<file path="config.mk">
export PLATFORM = sky130hd
export DESIGN_NAME = mbr_slot_sched
export DESIGN_NICKNAME = d
export VERILOG_FILES = /design/src/rtl/mbr_slot_sched.sv
export SDC_FILE = /design/constraint.sdc
export NUM_CORES = 1
export LEC_CHECK = 0
export ABC_CLOCK_PERIOD_IN_PS = 3200
export CAP_MARGIN = 25
export CORE_ASPECT_RATIO = 1.4
export CORE_MARGIN = 8
export CORE_UTILIZATION = 51
export CTS_CLUSTER_DIAMETER = 50
export CTS_CLUSTER_SIZE = 25
export DETAILED_ROUTE_END_ITERATION = 6
export PLACE_DENSITY_LB_ADDON = 0.25
export SLEW_MARGIN = 20
export SYNTH_ARGS = -nofsm -noshare
export SYNTH_HDL_FRONTEND = slang
export SYNTH_SLANG_ARGS = --single-unit
</file>
<file path="constraint.sdc">
create_clock -name clk -period 3.2 [get_ports clk]
set_input_delay 0.64 -clock clk [delete_from_list [all_inputs] [get_ports clk]]
set_output_delay 0.64 -clock clk [all_outputs]
set_load 0.005 [all_outputs]
</file>
<file path="src/rtl/mbr_slot_sched.sv">
// Telemetry word-slot scheduler: tracks word/frame position from the MBR word tick,
// reserves leading sync slots and shares data slots among requesters round-robin.
module mbr_slot_sched #(
   parameter int NREQ             = 4,
   parameter int WORDS_PER_FRAME  = 32,
   parameter int SYNC_WORDS       = 2,
   parameter int FRAMES_PER_GROUP = 16,
   localparam int WW = (WORDS_PER_FRAME > 1) ? $clog2(WORDS_PER_FRAME) : 1,
   localparam int FW = (FRAMES_PER_GROUP > 1) ? $clog2(FRAMES_PER_GROUP) : 1
) (
   input  logic            clk,
   input  logic            rst,
   input  logic            en,
   input  logic            word_tick,
   input  logic [NREQ-1:0] req,
   output logic [NREQ-1:0] grant,
   output logic            slot_valid,
   output logic            slot_sync,
   output logic            idle_slot,
   output logic [WW-1:0]   word_idx,
   output logic [FW-1:0]   frame_idx,
   output logic            frame_start,
   output logic            group_start
);

   localparam int PW = (NREQ > 1) ? $clog2(NREQ) : 1;

   typedef enum logic [1:0] {S_IDLE, S_ARM, S_RUN} state_t;

   state_t          state_q, state_d;
   logic [NREQ-1:0] grant_q, grant_d;
   logic            slot_valid_q, slot_valid_d;
   logic            slot_sync_q, slot_sync_d;
   logic            idle_slot_q, idle_slot_d;
   logic [WW-1:0]   word_idx_q, word_idx_d;
   logic [FW-1:0]   frame_idx_q, frame_idx_d;
   logic            frame_start_q, frame_start_d;
   logic            group_start_q, group_start_d;
   logic [PW-1:0]   rr_q, rr_d;

   logic            win_found;
   logic [PW-1:0]   win_idx;
   logic            load_slot;
   logic [WW-1:0]   slot_word;
   logic            last_word;
   logic            last_frame;

   // Scan from the highest offset down so the lowest offset from rr_q wins.
   always_comb begin
      int j;
      win_found = 1'b0;
      win_idx   = '0;
      j         = 0;
      for (int k = NREQ - 1; k >= 0; k--) begin
         j = int'(rr_q) + k;
         if (j >= NREQ) j = j - NREQ;
         if (req[j]) begin
            win_found = 1'b1;
            win_idx   = PW'(j);
         end
      end
   end

   assign last_word  = (word_idx_q == WW'(WORDS_PER_FRAME - 1));
   assign last_frame = (frame_idx_q == FW'(FRAMES_PER_GROUP - 1));

   always_comb begin
      state_d       = state_q;
      grant_d       = grant_q;
      slot_valid_d  = slot_valid_q;
      slot_sync_d   = slot_sync_q;
      idle_slot_d   = idle_slot_q;
      word_idx_d    = word_idx_q;
      frame_idx_d   = frame_idx_q;
      frame_start_d = 1'b0;
      group_start_d = 1'b0;
      rr_d          = rr_q;
      load_slot     = 1'b0;
      slot_word     = '0;

      case (state_q)
         S_IDLE: begin
            if (en) state_d = S_ARM;
         end
         S_ARM: begin
            if (!en) begin
               state_d = S_IDLE;
            end else if (word_tick) begin
               state_d       = S_RUN;
               slot_valid_d  = 1'b1;
               word_idx_d    = '0;
               frame_idx_d   = '0;
               frame_start_d = 1'b1;
               group_start_d = 1'b1;
               load_slot     = 1'b1;
               slot_word     = '0;
            end
         end
         S_RUN: begin
            if (word_tick) begin
               if (last_word && !en) begin
                  // Stop lands on the frame boundary; round-robin history is kept.
                  state_d      = S_IDLE;
                  grant_d      = '0;
                  slot_valid_d = 1'b0;
                  slot_sync_d  = 1'b0;
                  idle_slot_d  = 1'b0;
                  word_idx_d   = '0;
                  frame_idx_d  = '0;
               end else begin
                  load_slot = 1'b1;
                  if (last_word) begin
                     slot_word     = '0;
                     frame_idx_d   = last_frame ? '0 : frame_idx_q + 1'b1;
                     frame_start_d = 1'b1;
                     group_start_d = last_frame;
                  end else begin
                     slot_word = word_idx_q + 1'b1;
                  end
                  word_idx_d = slot_word;
               end
            end
         end
         default: state_d = S_IDLE;
      endcase

      if (load_slot) begin
         if (int'(slot_word) < SYNC_WORDS) begin
            slot_sync_d = 1'b1;
            grant_d     = '0;
            idle_slot_d = 1'b0;
         end else begin
            slot_sync_d = 1'b0;
            if (win_found) begin
               grant_d     = {{(NREQ-1){1'b0}}, 1'b1} << win_idx;
               idle_slot_d = 1'b0;
               rr_d        = (win_idx == PW'(NREQ - 1)) ? '0 : win_idx + 1'b1;
            end else begin
               grant_d     = '0;
               idle_slot_d = 1'b1;
            end
         end
      end
   end

   always_ff @(posedge clk or posedge rst) begin
      if (rst) begin
         state_q       <= S_IDLE;
         grant_q       <= '0;
         slot_valid_q  <= 1'b0;
         slot_sync_q   <= 1'b0;
         idle_slot_q   <= 1'b0;
         word_idx_q    <= '0;
         frame_idx_q   <= '0;
         frame_start_q <= 1'b0;
         group_start_q <= 1'b0;
         rr_q          <= '0;
      end else begin
         state_q       <= state_d;
         grant_q       <= grant_d;
         slot_valid_q  <= slot_valid_d;
         slot_sync_q   <= slot_sync_d;
         idle_slot_q   <= idle_slot_d;
         word_idx_q    <= word_idx_d;
         frame_idx_q   <= frame_idx_d;
         frame_start_q <= frame_start_d;
         group_start_q <= group_start_d;
         rr_q          <= rr_d;
      end
   end

   assign grant       = grant_q;
   assign slot_valid  = slot_valid_q;
   assign slot_sync   = slot_sync_q;
   assign idle_slot   = idle_slot_q;
   assign word_idx    = word_idx_q;
   assign frame_idx   = frame_idx_q;
   assign frame_start = frame_start_q;
   assign group_start = group_start_q;

endmodule

</file>
==> run metrics, run 1 <==
Yosys reg bits 22; Post-Synthesis Cells 141; startpoint types flop; I/O Buffers 25; largest net degree at the start of global routing 23; CTS tree done; vias in the first global route 1140; Routed WL 2.92 mm; # rows 22; Cell variety after synth 30; WHS 0.526 ns; antenna violations before repair 0; Async SR Flop Fraction between 90% and 100%; final number of hold-violating endpoints 0; Final nets 187; Die Width roughly 59 µm; multi-input logic area 731 µm²; critical path endpoint category flop; Hold WC Path Type flop to flop; Pleak around 0.77 nW; Filler Cells Inserted between 200 and 250; Fmax about 380 MHz; DR pass1 iterations 4; RSZ-0062 raised after global routing no; Layout area overhead 25.3%; dpl hpwl around 2.3 mm; Mapped Nets 160; cts hold-fix bufs 0; Tmin final ~2.6 ns; clock skew about 0.0016 ns; Critical Path AT 2.83 ns; root buf cell clkbuf_4; Max Cap Violations 0; Period Utilization, post-route about four fifths; Least-Margin Pin Slew roughly 0.85 ns; vias per cell 5.54; Max IR drop VDD ~360 µV; Post-CTS Setup Bufs 0; PostCTS Resize Cnt 0; Die ar. between 0.004 and 0.005 mm²; vias around 1.1k; drc violations 0; Die Y between 70 and 80 µm; Clock Latency Late Sink roughly 0.32 ns; first-pass GRT wire length 5.04 mm; share of cells above drive strength 1 about 9%; global route overflow 0; Post-Syn Area 0.00134 mm²; clock slew at reported path FFs ~0.12 ns; PD cells approximately 530 mW/mm²; YS warnings 0; status complete, no violations; H-Tree Depth 1; final setup TNS 0 ns; Final GP Congestion roughly 0.84; antenna-violating nets left 0; CP max FO 6; CTS Sinks 22; register area 551 µm²; I/O pin cnt 26; Antenna diodes 0; Slew HR 43.4%; Final Setup Violations 0; Starting Density around 52%; register area share after synthesis just over 40%; EDFF count, synth 0; kind of critical path flop to flop; Max Buffers Root-to-Sink 2; dominant synthesized flop cell dfrtp_1; mean area per synthesized cell roughly 9.5 µm²; Worst EP required 3.42 ns; Slew Limit Fails 0; CTS buffer count 3; total track usage a little over an eighth; core area about 0.0026 mm²; Starting DRT DRC Count 29; Avg WL per Cell around 14 µm
## path summary, 6_finish.rpt
path | slack, ns | cells past startpoint | endpoint | from
min in group asynchronous | 0.78 | 2 | grant[0] | rst
min reg2reg | 0.53 | 2 | idle_slot | idle_slot
max | 0.58 | 8 | rr_q[0] | word_idx[0]
max in group asynchronous | 1.90 | 2 | frame_idx[3] | rst
min | 0.53 | 2 | idle_slot | idle_slot
max reg2reg | 0.58 | 8 | rr_q[0] | word_idx[0]
## cells by family after synthesis
group | Yosys count | share of synthesized area (%)
DFF | 22 | 41.2
xor gates and xnor gates | 1 | 0.656
adders and majority gates | 11 | 10.3
AOI/OAI and AO/OA | 40 | 18.9
muxes | 7 | 5.90
and+or+nand+nor | 46 | 18.9
buffers and inverters | 14 | 4.12
## flip-flops by register name, summed over array words and instances, names as in the netlist
signal	count
slot_sync	1
group_start	1
word_idx	5
frame_start	1
state_q	2
grant	4
rr_q	2
frame_idx	4
idle_slot	1
slot_valid	1
## cell usage after synthesis, types with 4 or more instances
master / number / share of area (%)
a21oi_1: 8 / 3.0
ha_1: 11 / 10
nand3_1: 7 / 2.6
nand2_1: 17 / 4.8
dfrtp_1: 22 / 41
o21ai_0: 12 / 4.5
mux2_2: 7 / 5.9
a31oi_1: 4 / 1.9
nor2_1: 6 / 1.7
inv_1: 10 / 2.8
a22o_1: 6 / 3.9
## through the flow
stage	area, µm²	std cells	setup WS [ns]	power, mW	utilization, %
after detailed placement	1620	199	0.613	0.685	63.3
final	1670	203	0.583	0.896	65.4
after CTS	1670	203	0.582	0.902	65.4
after global placement	1620	199	0.632	0.674	63.3
after global routing	1670	203	0.436	0.957	65.4
after floorplan	1340	141	0.777	0.577	-
## area by class of cell
type	count	share of cell area [%]
Inverter	10	2.24
Clock inverter	1	1.79
Tap cell	36	2.69
Timing Repair Buffer	26	15.4
Clock buffer	3	1.35
Multi-Input combinational cell	105	43.6
Sequential cell	22	32.9
## layer usage
layer	global-route usage (%)	vias up	part of all wire, %
li1	-	556	-
met1	14.9	546	40
met2	24.5	18	54
met3	2.70	4	3.9
met4	5.29	0	1.3
met5	0	-	0
## layout by cell type, fill, tap and decap left out, types with 4 or more instances in the layout
master           synthesis  layout
dfrtp_1                 22      22
o21ai_0                 12      12
nand2_1                 17      17
nor2_1                   6       6
ha_1                    11      11
a22o_1                   6       6
clkdlybuf4s50_1          0      25
mux2_2                   7       7
a21oi_1                  8       8
inv_1                   10      10
nand3_1                  7       7
a31oi_1                  4       4
## critical path: stages (launching register included)
cell	delay [ns]
dfrtp_1	0.46
ha_1	0.27
and3_1	0.23
ha_1	0.26
nand2b_4	0.13
nand3b_4	0.10
o31a_1	0.37
nor3b_4	0.33
mux2_2	0.37
## power breakdown
group / internal [mW] / switching (mW)
registers: 0.316 / 0.0320
clock network: 0.127 / 0.0888
logic: 0.161 / 0.172
Power figures use the tool's default switching activity.
==> run 2, diff against run 1 <==
--- a/config.mk
+++ b/config.mk
@@ -5,11 +5,11 @@
 export SDC_FILE = /design/constraint.sdc
 export NUM_CORES = 1
 export LEC_CHECK = 0
-export ABC_CLOCK_PERIOD_IN_PS = 3200
+export ABC_CLOCK_PERIOD_IN_PS = 2250
 export CAP_MARGIN = 25
 export CORE_ASPECT_RATIO = 1.4
 export CORE_MARGIN = 8
-export CORE_UTILIZATION = 51
+export CORE_UTILIZATION = 46
 export CTS_CLUSTER_DIAMETER = 50
 export CTS_CLUSTER_SIZE = 25
 export DETAILED_ROUTE_END_ITERATION = 6
==> constraint.sdc (replaced) <==
create_clock -name clk -period 2.25 [get_ports clk]
set_input_delay 0.45 -clock clk [delete_from_list [all_inputs] [get_ports clk]]
set_output_delay 0.45 -clock clk [all_outputs]
set_load 0.005 [all_outputs]
==> run 2 against run 1 <==
Final cell count grew 5.9%. Critical endpoint is now rr_q[1]. First-iteration DRC count is 14% higher. Largest power group is now combinational logic. Worst hold slack worse by 0.0043 ns. Flip-flop and latch count is the same. Highest routed layer unchanged. Via count increased by 5.2%. Clock power up 31%. Critical path depth is 1 lower. Fmax grew 20%. Total power increased by 44%. Sequential share of layout area is 2.0 points lower. Wire length increased by 4.2%. Setup slack lost 0.51 ns.
==> run metrics, run 2 (same netlist as run 1, synthesis figures left out) <==
Avg WL per Cell between 10 and 15 µm; Die ar. just under 0.005 mm²; share of cells above drive strength 1 16.9%; Layout area overhead 33.4%; commonest non-fill, non-tap cells in the layout 25 x clkdlybuf4s50_1, 22 x dfrtp_1, 17 x nand2_1; Routed WL roughly 3.0 mm; Filler Cells Inserted around 250; CP bufs+invs 0; kind of critical path flop to flop; Least-Margin Pin Slew around 0.34 ns; Top delay family on crit path simple AND/OR/NAND/NOR gates; max reg flops 5; register area roughly 550 µm²; I/O pin cnt 26; drc violations 0; Max Cap Violations 0; Die Y 79.8 µm; Starting Density 47.4%; Die Width approximately 60 µm; antenna-violating nets left 0; vias per cell between 5 and 6; CTS buffer count 3; CTS tree done; CTS Sinks 22; Final nets about 200; dpl hpwl about 2.3 mm; largest net degree at the start of global routing 23; Final GP Congestion around 0.8; vias in the first global route roughly 1.2k; Slew HR 77.5%; WHS ~0.52 ns; Antenna diodes 0; Max Buffers Root-to-Sink 2; CP max FO 3; final number of hold-violating endpoints 0; dpl ws -0.00251 ns; Final Setup Violations 0; Starting DRT DRC Count 33; Critical Path AT 2.33 ns; Post-CTS Setup Bufs 0; Critical Path Max Stage Delay ~0.4 ns; global route overflow 0; Crit-path slowest cell dfrtp_1; Pleak 0.814 nW; Slew Limit Fails 0; first-pass GRT wire length between 5 and 6 mm; I/O Buffers 25; final core utilization 63.2%; RSZ-0062 raised after global routing no; root buf cell clkbuf_8; PD cells slightly above 700 mW/mm²; Hold WC Path Type flop to flop; Period Utilization, post-route a little over nine tenths; # rows 23; DR pass1 iterations 4; status complete, no violations; commonest non-fill, non-tap cell in the layout clkdlybuf4s50_1; startpoint types flop; CP cell instances ha_2 > and3_4 > ha_1 > nand3b_4 > o31a_1 > nor3b_4 > mux2_2; H-Tree Depth 1; cts hold-fix bufs 0; Tmin final about 2.2 ns; Clock Latency Late Sink 0.26 ns; clock skew between 0.002 and 0.0025 ns; total track usage about an eighth; clock slew at reported path FFs roughly 0.08 ns; critical path endpoint category flop; antenna violations before repair 0; setup ws final 0.0718 ns; multi-input logic area about 750 µm²; Worst EP required 2.40 ns; core area 0.00282 mm²; Fmax 459 MHz; Max IR drop VDD between 400 and 500 µV; vias ~1.2k
-- run 2: cell count changes in the layout (fill, tap and decap cells not counted), sizes merged --
cell    delta
buf       +11
bufinv     -1
clkbuf     +1
-- run 2: path summary, 6_finish.rpt --
kind | from | end | slack, ns | depth (start not counted)
worst min register to register | idle_slot | idle_slot | 0.52 | 2
worst max-delay path | word_idx[0] | rr_q[1] | 0.07 | 7
min in group asynchronous | rst | word_idx[2] | 0.53 | 3
worst max register to register | word_idx[0] | rr_q[1] | 0.07 | 7
max in group asynchronous | rst | frame_idx[0] | 1.50 | 3
worst min-delay path | idle_slot | idle_slot | 0.52 | 2
-- run 2: area by class of cell --
| type | instances | area share, % |
|---|---|---|
| multi-input cells | 105 | 42.2 |
| flip-flops and latches | 22 | 30.9 |
| repair buffers | 37 | 19.1 |
| clock buffers | 4 | 3.09 |
| well taps | 37 | 2.60 |
| inverters | 10 | 2.11 |
-- run 2: repair_timing --
| action | CTS | global route |
|---|---|---|
| endpoints found under the hold margin | 0 | 0 |
| setup endpoints to repair | 0 | 2 |
| gates resized for setup | 0 | 1 |
-- run 2: worst reg2reg max path, cell delays in order, from the launching register on --
cell and delay (ns):
dfrtp_1 0.40, ha_2 0.19, and3_4 0.19, ha_1 0.21
nand3b_4 0.16, o31a_1 0.31, nor3b_4 0.24, mux2_2 0.36
-- run 2: power by group --
part | switching [mW] | total [mW] | leakage, nW | internal (mW)
clock network | 0.126 | 0.282 | 0.0288 | 0.156
registers | 0.0390 | 0.488 | 0.301 | 0.449
logic | 0.260 | 0.517 | 0.485 | 0.257
-- run 2: metrics by stage --
stage	power (mW)	instances	TNS, ns	instance area (µm²)
after floorplan	0.821	141	0	1360
after global placement	0.992	211	0	1730
after detailed placement	1.01	211	-0.00251	1730
after CTS	1.30	215	0	1780
after global routing	1.37	215	0	1780
final	1.29	215	0	1780
-- run 2: routing by layer --
layer / share of wire, % / up-vias / global-route usage (%)
met5: 0 / - / 0
met4: 0.82 / 0 / 4.81
met3: 6.3 / 2 / 2.58
met2: 53 / 34 / 23.1
met1: 40 / 565 / 14.2
li1: - / 582 / -
==> run 3, diff against run 2 <==
--- a/config.mk
+++ b/config.mk
@@ -5,15 +5,17 @@
 export SDC_FILE = /design/constraint.sdc
 export NUM_CORES = 1
 export LEC_CHECK = 0
+export ABC_AREA = 1
 export ABC_CLOCK_PERIOD_IN_PS = 2250
 export CAP_MARGIN = 25
 export CORE_ASPECT_RATIO = 1.4
 export CORE_MARGIN = 8
-export CORE_UTILIZATION = 46
+export CORE_UTILIZATION = 47
 export CTS_CLUSTER_DIAMETER = 50
 export CTS_CLUSTER_SIZE = 25
 export DETAILED_ROUTE_END_ITERATION = 6
 export PLACE_DENSITY_LB_ADDON = 0.25
+export REMOVE_ABC_BUFFERS = 1
 export SLEW_MARGIN = 20
 export SYNTH_ARGS = -nofsm -noshare
 export SYNTH_HDL_FRONTEND = slang
==> run 3 against run 2 <==
Global-route usage shrank 1.4 points. Non-clock buffer count down 10. Sequential share of layout area fell by 0.30 points. Register-to-register slack improved by 0.20 ns. Count of clock-buffer cells in the layout decreased by 1. Core utilization down 3.9 points. Wire length is 3.9% lower. Worst hold slack lost 0.047 ns. Clock power decreased by 19%. Final cell count is 24% higher. Sequential power is 12% higher. Critical endpoint is now rr_q[0].
==> run metrics, run 3 <==
status complete, no violations; Layout area overhead 23.6%; dominant synthesized flop cell dfrtp_1; final number of hold-violating endpoints 0; startpoint types flop; drc violations 0; share of cells above drive strength 1 roughly 9.6%; Die Width between 60 and 70 µm; Period Utilization, post-route about 90%; root buf cell clkbuf_8; total track usage between 10% and 20%; most area-consuming cells after synthesis dfrtp_1 38%, nand2_1 19%, ha_1 9.5%; top-area cell type share of the netlist area 37.8%; Post-Syn Area roughly 0.0015 mm²; Die Y between 80 and 90 µm; Antenna diodes 0; Die ar. a little over 0.005 mm²; Clock Latency Late Sink roughly 0.25 ns; vias per cell approximately 4.8; CP max FO 6; RSZ-0062 raised after global routing no; Power Total ~1.5 mW; Critical Path AT 2.17 ns; Post-CTS Setup Bufs 0; PD cells between 800 and 900 mW/mm²; Worst EP required between 2 and 2.5 ns; Final Setup Violations 0; Max Cap Violations 0; register area share after synthesis 37.8%; global route overflow 0; clock skew approximately 0.0046 ns; R2R setup slack around 0.28 ns; cts hold-fix bufs 0; commonest cells in the netlist 75 x nand2_1, 27 x inv_1, 22 x dfrtp_1; EDFF count, synth 0; Routed WL ~3 mm; r2r worst-path depth 13; commonest non-fill, non-tap cell in the layout nand2_1; first-pass GRT wire length between 4 and 5 mm; largest net degree at the start of global routing 23; Yosys top cell by area dfrtp_1; # rows 24; Tmin final 1.97 ns; Post-Synthesis Cells between 150 and 200; Max IR drop VDD just under 500 µV; Hold Startpoint idle_slot; hold depth 2; vias in the first global route 1236; antenna-violating nets left 0; CTS tree done; dpl hpwl 2.38 mm; final setup TNS 0 ns; CTS buffer count 3; I/O Buffers 25; Starting Density between 40% and 50%; Fmax 507 MHz; mean area per synthesized cell roughly 7.3 µm²; Least-Margin Pin Slew 0.379 ns; Slew Limit Fails 0; YS warnings 0; PostCTS Resize Cnt 0; Yosys reg bits 22; Cell variety after synth 27; Hold WC Path Type flop to flop; clock slew at reported path FFs around 0.070 ns; vias 1271; antenna violations before repair 0; Starting DRT DRC Count slightly above 90; Pleak 0.922 nW; Slew HR about 75%; commonest non-fill, non-tap cells in the layout 75 x nand2_1, 27 x inv_1, 25 x clkdlybuf4s50_1; H-Tree Depth 1; Final GP Congestion about 0.85; FF-to-FF Start word_idx[0]; Reg2Reg Capture Point rr_q[0]; max reg flops 5; Async SR Flop Fraction 100%; critical path endpoint category flop; most frequent cell after synthesis nand2_1; Avg WL per Cell between 10 and 15 µm; Max Buffers Root-to-Sink 2; WHS Endpoint idle_slot; kind of critical path flop to flop; DR pass1 iterations 4; core area approximately 0.0030 mm²; I/O pin cnt 26; CTS Sinks 22; Final nets about 250
==> run 3: critical path: stages (launching register included) <==
cell	delay (ns)
dfrtp_1	0.42
ha_1	0.23
nand2_1	0.08
nor2_1	0.06
ha_1	0.22
nand2_4	0.10
nand3_2	0.09
inv_1	0.10
nand3_1	0.10
nand2_2	0.10
nand2_2	0.08
nor2_4	0.18
nand2_1	0.08
nand2_1	0.07
==> run 3: kinds of logic after synthesis <==
family                   Yosys count  synth area share (%)
flip-flops                        22                  37.8
buffers and inverters             32                  9.11
XOR/XNOR                           1                 0.601
adder cells (fa/ha/maj)           11                  9.45
AND/OR/NAND/NOR                  107                  32.0
AO/OA/AOI/OAI                     26                  11.0
==> run 3: area by class of cell <==
type                    count  area [µm²]
repair buffers             27         265
clock buffers               3        41.3
flip-flops and latches     22         551
well taps                  39        48.8
fillers                   284        1230
inverters                  31         121
multi-input cells         145         773
==> run 3: metal layers <==
layer / GRT usage, % / vias up / wire length, µm
met1: 12.0 / 573 / 1260
met3: 1.91 / 2 / 90
met2: 22.7 / 17 / 1550
li1: - / 679 / -
met4: 4.12 / 0 / 21
met5: 0 / - / 0
==> run 3: worst max path at each step <==
| stage | from | to | slack (ns) | depth (start not counted) |
|---|---|---|---|---|
| 3_3_place_gp | req[2] | rr_q[1] | 0.09 | 11 |
| 4_1_cts | word_idx[0] | rr_q[0] | 0.26 | 13 |
| 2_1_floorplan | word_idx[0] | grant[0] | 0.46 | 12 |
| 3_5_place_dp | req[2] | rr_q[1] | 0.06 | 11 |
| 5_1_grt | word_idx[0] | grant[0] | 0.07 | 13 |
| 6_report | word_idx[0] | rr_q[0] | 0.28 | 13 |
==> run 3: power breakdown <==
part	internal, mW	total [mW]	switching, mW
sequential	0.472	0.547	0.0748
combinational	0.299	0.704	0.405
clock	0.119	0.228	0.109
total	0.890	1.48	0.589
==> run 3: per-stage QoR <==
step / area (µm²) / util, % / setup slack, ns / hold slack [ns] / instances
floorplan: 1450 / - / 0.456 / 0.439 / 198
global placement: 1760 / 58.0 / 0.0854 / 0.461 / 264
detailed placement: 1760 / 58.0 / 0.0577 / 0.464 / 264
CTS: 1800 / 59.4 / 0.255 / 0.482 / 267
global route: 1800 / 59.4 / 0.0652 / 0.510 / 267
finish: 1800 / 59.4 / 0.276 / 0.474 / 267
